`config.mk`:
```
export PLATFORM = sky130hd
export DESIGN_NAME = vga_barrido
export DESIGN_NICKNAME = d
export VERILOG_FILES = /design/src/rtl/vga_barrido.sv
export SDC_FILE = /design/constraint.sdc
export NUM_CORES = 1
export LEC_CHECK = 0
export BUFFER_PORTS_ARGS = -buffer_cell sky130_fd_sc_hd__clkbuf_2
export CELL_PAD_IN_SITES_DETAIL_PLACEMENT = 1
export CELL_PAD_IN_SITES_GLOBAL_PLACEMENT = 2
export CORE_AREA = 2 2 102 79
export DETAILED_ROUTE_END_ITERATION = 8
export DIE_AREA = 0 0 104 81
export PLACE_DENSITY_LB_ADDON = 0.08
export SYNTH_ARGS = -nofsm -noshare
export SYNTH_HDL_FRONTEND = slang
export SYNTH_SLANG_ARGS = --single-unit
```
`constraint.sdc`:
```
create_clock -name clk -period 4.5 [get_ports clk]
set_clock_uncertainty 0.05 [all_clocks]
set_input_delay 0 -clock clk [delete_from_list [all_inputs] [get_ports clk]]
set_output_delay 0 -clock clk [all_outputs]
set_load 0.01 [all_outputs]
```
`src/rtl/vga_barrido.sv`:
```
// vga_barrido: 640x480@60 VGA timing generator and ADV7123-style DAC output stage.
// Build macro VGA_PATRON_EN swaps the memory colour for an 8-bar test pattern.
module vga_barrido #(
  parameter int DIV      = 2,
  parameter int LATENCIA = 1,
  parameter int H_VIS    = 640,
  parameter int H_FP     = 16,
  parameter int H_SYNC   = 96,
  parameter int H_BP     = 48,
  parameter int V_VIS    = 480,
  parameter int V_FP     = 10,
  parameter int V_SYNC   = 2,
  parameter int V_BP     = 33
) (
  input  logic        clk,
  input  logic        rst,
  input  logic [31:0] dato,
  output logic [9:0]  pixelX,
  output logic [9:0]  pixelY,
  output logic        vga_clk,
  output logic        hsync,
  output logic        vsync,
  output logic        blank_n,
  output logic        sync_n,
  output logic [7:0]  r,
  output logic [7:0]  g,
  output logic [7:0]  b,
  output logic        fin_cuadro
);

  localparam int H_TOT  = H_VIS + H_FP + H_SYNC + H_BP;
  localparam int V_TOT  = V_VIS + V_FP + V_SYNC + V_BP;
  localparam int HS_INI = H_VIS + H_FP;
  localparam int HS_FIN = HS_INI + H_SYNC;
  localparam int VS_INI = V_VIS + V_FP;
  localparam int VS_FIN = VS_INI + V_SYNC;

  localparam logic [3:0] DIV_MAX  = 4'(DIV - 1);
  localparam logic [3:0] DIV_HALF = 4'(DIV / 2);
  localparam logic [9:0] H_LAST   = 10'(H_TOT - 1);
  localparam logic [9:0] V_LAST   = 10'(V_TOT - 1);

  logic [3:0]          div_q, div_d;
  logic                tick_s;
  logic                vga_clk_q, vga_clk_d;
  logic [9:0]          x_q, x_d;
  logic [9:0]          y_q, y_d;
  logic                fin_q, fin_d;
  logic                vis_s, hs_s, vs_s;
  logic [LATENCIA-1:0] vis_q, vis_d;
  logic [LATENCIA-1:0] hs_q, hs_d;
  logic [LATENCIA-1:0] vs_q, vs_d;
  logic [LATENCIA:0]   vis_cad_s, hs_cad_s, vs_cad_s;
  logic [23:0]         color_s;
  logic [23:0]         rgb_q, rgb_d;
  logic                unused_dato_s;

`ifdef VGA_PATRON_EN
  logic [2:0]            banda_s;
  logic [3*LATENCIA-1:0] banda_q, banda_d;
  logic [3*LATENCIA+2:0] banda_cad_s;

  // Bars are 80 px wide; columns past the visible area are masked by blank anyway.
  function automatic logic [2:0] banda_de(input logic [9:0] x);
    logic [2:0] idx;
    if (x < 10'd80) begin
      idx = 3'd0;
    end else if (x < 10'd160) begin
      idx = 3'd1;
    end else if (x < 10'd240) begin
      idx = 3'd2;
    end else if (x < 10'd320) begin
      idx = 3'd3;
    end else if (x < 10'd400) begin
      idx = 3'd4;
    end else if (x < 10'd480) begin
      idx = 3'd5;
    end else if (x < 10'd560) begin
      idx = 3'd6;
    end else begin
      idx = 3'd7;
    end
    return idx;
  endfunction

  function automatic logic [23:0] color_barra(input logic [2:0] banda);
    logic [23:0] c;
    case (banda)
      3'd0:    c = 24'hFFFFFF;
      3'd1:    c = 24'hFFFF00;
      3'd2:    c = 24'h00FFFF;
      3'd3:    c = 24'h00FF00;
      3'd4:    c = 24'hFF00FF;
      3'd5:    c = 24'hFF0000;
      3'd6:    c = 24'h0000FF;
      default: c = 24'h000000;
    endcase
    return c;
  endfunction
`endif

  // Pixel divider, scan counters and frame-end detection
  always_comb begin
    tick_s = (div_q == DIV_MAX);
    div_d  = div_q;
    x_d    = x_q;
    y_d    = y_q;
    fin_d  = 1'b0;
    if (tick_s) begin
      div_d = 4'd0;
      fin_d = (x_q == H_LAST) && (y_q == V_LAST);
      if (x_q == H_LAST) begin
        x_d = 10'd0;
        if (y_q == V_LAST) begin
          y_d = 10'd0;
        end else begin
          y_d = y_q + 10'd1;
        end
      end else begin
        x_d = x_q + 10'd1;
      end
    end else begin
      div_d = div_q + 4'd1;
    end
    // vga_clk tracks the divider phase, so it rises mid-pixel
    vga_clk_d = (div_d >= DIV_HALF);
  end

  // Raw timing from the counters and the alignment shift registers
  always_comb begin
    vis_s     = (x_q < 10'(H_VIS)) && (y_q < 10'(V_VIS));
    hs_s      = !((x_q >= 10'(HS_INI)) && (x_q < 10'(HS_FIN)));
    vs_s      = !((y_q >= 10'(VS_INI)) && (y_q < 10'(VS_FIN)));
    vis_cad_s = {vis_q, vis_s};
    hs_cad_s  = {hs_q, hs_s};
    vs_cad_s  = {vs_q, vs_s};
    vis_d     = vis_cad_s[LATENCIA-1:0];
    hs_d      = hs_cad_s[LATENCIA-1:0];
    vs_d      = vs_cad_s[LATENCIA-1:0];
  end

  // Colour source selection; colour is gated by the value entering the last stage
  always_comb begin
`ifdef VGA_PATRON_EN
    banda_s       = banda_de(x_q);
    banda_cad_s   = {banda_q, banda_s};
    banda_d       = banda_cad_s[3*LATENCIA-1:0];
    color_s       = color_barra(banda_cad_s[3*LATENCIA-1 -: 3]);
    unused_dato_s = ^dato;
`else
    color_s       = dato[23:0];
    unused_dato_s = ^dato[31:24];
`endif
    if (vis_cad_s[LATENCIA-1]) begin
      rgb_d = color_s;
    end else begin
      rgb_d = 24'd0;
    end
  end

  // State registers: divider every clk, counters and pipelines on the pixel tick
  always_ff @(posedge clk or posedge rst) begin
    if (rst) begin
      div_q     <= 4'd0;
      vga_clk_q <= 1'b0;
      fin_q     <= 1'b0;
      x_q       <= 10'd0;
      y_q       <= 10'd0;
      vis_q     <= {LATENCIA{1'b0}};
      hs_q      <= {LATENCIA{1'b1}};
      vs_q      <= {LATENCIA{1'b1}};
      rgb_q     <= 24'd0;
`ifdef VGA_PATRON_EN
      banda_q   <= {(3*LATENCIA){1'b0}};
`endif
    end else begin
      div_q     <= div_d;
      vga_clk_q <= vga_clk_d;
      fin_q     <= fin_d;
      if (tick_s) begin
        x_q     <= x_d;
        y_q     <= y_d;
        vis_q   <= vis_d;
        hs_q    <= hs_d;
        vs_q    <= vs_d;
        rgb_q   <= rgb_d;
`ifdef VGA_PATRON_EN
        banda_q <= banda_d;
`endif
      end
    end
  end

  assign pixelX     = x_q;
  assign pixelY     = y_q;
  assign vga_clk    = vga_clk_q;
  assign hsync      = hs_q[LATENCIA-1];
  assign vsync      = vs_q[LATENCIA-1];
  assign blank_n    = vis_q[LATENCIA-1];
  assign sync_n     = 1'b0;
  assign r          = rgb_q[23:16];
  assign g          = rgb_q[15:8];
  assign b          = rgb_q[7:0];
  assign fin_cuadro = fin_q;

endmodule
```
==> reports/qor.log <==
qor: setup_path.worstPathRequired 4.65 ns
qor: power_and_ir_drop.static-leakage-power 1.55 nW
qor: logic_synthesis.synth_top_cell_area_share 55.1%
qor: drt.drc 0
qor: run_status.status finished clean
qor: power_and_ir_drop.p_comb_share 7.9%
qor: power_and_ir_drop.design_power_total 0.845 mW
qor: sta.period_share 58.2%
qor: job.max_cap_viol_count 0
qor: global_route.grt_pass1_vias 1957
qor: drt.via_per_inst 4.73
qor: power_and_ir_drop.seq_power_share 58.3%
qor: power_and_ir_drop.pwr-share-clk 33.8%
qor: setup_path.cp.arrival 2.76 ns
qor: power_and_ir_drop.power_density 269 nW/um2
qor: logic_synthesis.ys_warn_count 0
qor: sta.final-max-slew-violation-count 0
qor: power_and_ir_drop.vdd.ir_drop.worst 0.115 mV
qor: cells_and_area.antenna-diode-count 0
qor: sta.timing.final.hold_violations 0
qor: clock_tree.cts_buffers 5
qor: clock_tree.clkSinkCount 53
qor: clock_tree.max-clock-path-buffers 2
qor: clock_tree.cts_root_buffer sky130_fd_sc_hd__clkbuf_8
qor: sta.setup_repair_after_global_routing_missed_its_margin false
qor: global_route.antenna_found_initial 0
qor: logic_synthesis.syn_area 2310 um2
qor: drt.drt-wirelength-per-cell 14.7 um
qor: sta.setup_viol_count_final 0
qor: sta.finalCriticalPeriod 2.62 ns
qor: floorplan.num_io_pins 84
qor: placement.port-buffer-count 74
qor: placement.place_hpwl 3.96 mm
qor: setup_path.endpoint_kind flip-flop
qor: placement.gp_congestion 0.749
qor: logic_synthesis.yosysUniqueCellTypes 37
qor: drt.wl_met3 223 um
qor: clock_tree.htree_num_levels 2
qor: power_and_ir_drop.cell_internal_pwr 0.649 mW
qor: floorplan.die_w 104 um
qor: logic_synthesis.synth_flop_cell sky130_fd_sc_hd__dfrtp_1
qor: cells_and_area.post_route_cells_drive_above_1_share 31.6%
qor: logic_synthesis.async_reset_ff_share 100%
qor: logic_synthesis.ys_seq_elements 53
qor: floorplan.start_util 30.6%
qor: cells_and_area.flow.area_growth_from_synthesis 35.8%
qor: setup_path.crit_fanout 16
qor: drt.highest-signal-layer met4
qor: clock_tree.post-cts-setup-buffer-count 0
qor: drt.totalWireLength 5.97 mm
qor: drt.wl_met1 3.00 mm
qor: sta.slew_headroom 42.4%
qor: global_route.grt_max_degree 54
qor: sta.worst_pin_slew 0.857 ns
qor: floorplan.placementRows 28
qor: global_route.global_router_s_overall_resource_usage 14.7%
qor: drt.drt_iter0_markers 70
qor: clock_tree.worst_setup_hold_path_clk_slew 0.10 ns
qor: drt.via_count 1919
qor: hold_path.timing.hold.worst.class in -> async
qor: cells_and_area.final_net_count 341
qor: setup_path.launch_instance_of_the_worst_register_to_register_path div_q[1]
qor: global_route.grt_remaining_overflow 0
qor: logic_synthesis.postSynthCellCount 199
qor: global_route.grt_pass1_wl 9.81 mm
qor: clock_tree.cts_tree built
qor: sta.final.setup.tns 0 ns
qor: cells_and_area.multi_input_comb_area 906 um2
qor: logic_synthesis.synth_enable_flop_cells 0
qor: cells_and_area.nFillCells 891
qor: logic_synthesis.synth_area_leader_cell sky130_fd_sc_hd__dfrtp_1
qor: power_and_ir_drop.swShare 23.1%
qor: setup_path.cp-start-kind flip-flop
qor: power_and_ir_drop.power.switching 0.195 mW
qor: floorplan.dieArea 8420 um2
qor: floorplan.fp.dieH 81 um
qor: logic_synthesis.synth.top_cells.by_area sky130_fd_sc_hd__dfrtp_1 (55%), sky130_fd_sc_hd__a22o_1 (9.1%), sky130_fd_sc_hd__ha_1 (3.8%)
qor: setup_path.worst_r2r_endpoint pixelY[8]
qor: cells_and_area.regArea 1330 um2
qor: sta.achievable-frequency 382 MHz
qor: clock_tree.clock_insertion_delay_worst_skew 0.31 ns
qor: drt.drtAntennaViolNets 0
qor: logic_synthesis.syn-mean-instance-area 11.6 um2
qor: logic_synthesis.postSynthNetCount 240
qor: logic_synthesis.synth_sequential_area_ratio 57.4%
qor: setup_path.reg2reg_setup_slack 1.88 ns
qor: floorplan.floorplan.core_area 7570 um2
qor: setup_path.path_class reg -> reg
qor: setup_path.worst-r2r-cell-count 6
qor: drt.drt_pass1_iterations 4
qor: drt.total_length_of_routed_met2_wires 2.66 mm
area by class of cell:
cell class              instances  share of cell area [%]
multi-input cells             129                    28.8
repair buffers                103                    20.7
clock buffers                   6                    2.63
flip-flops and latches         53                    42.3
well taps                     105                    4.18
clock inverters                 2                   0.438
inverters                       8                   0.955
synthesized netlist by cell type, drive strengths merged (3+ instances only):
cell type,n
nand2,12
buf,3
a22o,24
ha,7
nand4,8
nand2b,3
o31ai,3
inv,8
nor3,3
and2,4
xor2,4
clkbuf,6
o21ai,10
dfrtp,51
xnor2,8
nor2,10
nand3,11
metal layers:
layer  GRT usage [%]  vias up
met1            21.1      958
met2            22.0       39
li1                -      912
met4            5.14        0
met3            3.13       10
met5               0        -
power by group through the flow:
stage | Clock (mW) | Sequential [mW] | Combinational, mW
floorplan | 0 | 0.507 | 0.0175
global placement | 0 | 0.502 | 0.0500
detailed placement | 0 | 0.502 | 0.0505
CTS | 0.301 | 0.493 | 0.0679
global route | 0.319 | 0.494 | 0.0735
finish | 0.286 | 0.493 | 0.0665
how the worst max path moves through the flow:
stage	start	to	slack, ns	cells past startpoint
final	div_q[1]	pixelY[8]	1.88	6
after global routing	div_q[1]	pixelY[7]	1.64	6
after CTS	div_q[1]	pixelY[8]	1.87	6
after detailed placement	div_q[1]	pixelY[7]	1.86	6
after global placement	div_q[1]	pixelY[8]	1.87	6
after floorplan	div_q[1]	pixelY[3]	2.47	7
worst max-delay path, stage by stage (launching register included):
cell,delay (ns)
sky130_fd_sc_hd__dfrtp_1,0.40
sky130_fd_sc_hd__inv_1,0.08
sky130_fd_sc_hd__ha_1,0.14
sky130_fd_sc_hd__or3b_1,0.59
sky130_fd_sc_hd__nor4_4,0.84
sky130_fd_sc_hd__nand4_1,0.22
sky130_fd_sc_hd__xnor2_1,0.17
state kept, by name (all words and copies together) (netlist names):
signal	flops
rgb_q	24
pixelX	10
pixelY	10
div_q	4
blank_n	1
fin_cuadro	1
hsync	1
vga_clk	1
vsync	1
placed cells by master, fill, tap and decap left out, types with 2 or more instances in the layout:
cell type	n
sky130_fd_sc_hd__dfrtp_1	51
sky130_fd_sc_hd__nand3_1	11
sky130_fd_sc_hd__clkbuf_2	74
sky130_fd_sc_hd__clkbuf_8	6
sky130_fd_sc_hd__nand2b_1	3
sky130_fd_sc_hd__nand4_1	8
sky130_fd_sc_hd__o21ai_0	10
sky130_fd_sc_hd__and2_1	4
sky130_fd_sc_hd__dlygate4sd3_1	25
sky130_fd_sc_hd__buf_4	4
sky130_fd_sc_hd__a21oi_1	2
sky130_fd_sc_hd__nor2_1	9
sky130_fd_sc_hd__ha_1	7
sky130_fd_sc_hd__xnor2_1	8
sky130_fd_sc_hd__nor3_1	3
sky130_fd_sc_hd__o31ai_1	3
sky130_fd_sc_hd__xor2_1	4
sky130_fd_sc_hd__and4_1	2
sky130_fd_sc_hd__inv_1	7
sky130_fd_sc_hd__nand2_1	12
sky130_fd_sc_hd__a31oi_1	2
sky130_fd_sc_hd__dfstp_2	2
sky130_fd_sc_hd__and3_1	2
sky130_fd_sc_hd__a22o_1	24
kinds of logic after synthesis:
kind of cell | share of synthesized area (%)
adder cells (fa/ha/maj) | 3.78
other | 0.162
buffers and inverters | 3.57
AND/OR/NAND/NOR | 15.5
flip-flops | 57.4
AO/OA/AOI/OAI | 14.6
XOR/XNOR | 4.54
multiplexers | 0.432
per-stage QoR:
| step | std cells | area, um2 | util, % | hold slack, ns | setup WS [ns] |
|---|---|---|---|---|---|
| 4_1_cts | 406 | 3140 | 41.5 | 0.376 | 1.87 |
| 5_1_grt | 406 | 3140 | 41.5 | 0.397 | 1.64 |
| 3_5_place_dp | 373 | 2800 | 37.0 | 0.172 | 1.86 |
| 2_1_floorplan | 199 | 2310 | - | 0.0825 | 2.47 |
| 6_report | 406 | 3140 | 41.5 | 0.359 | 1.88 |
| 3_3_place_gp | 373 | 2800 | 37.0 | 0.169 | 1.87 |
timing repair:
| action | CTS | global route |
|---|---|---|
| hold buffers | 25 | 0 |
| hold endpoints to repair | 75 | 0 |
| resized for setup | 0 | 0 |
(Power assumes the default switching activity.)
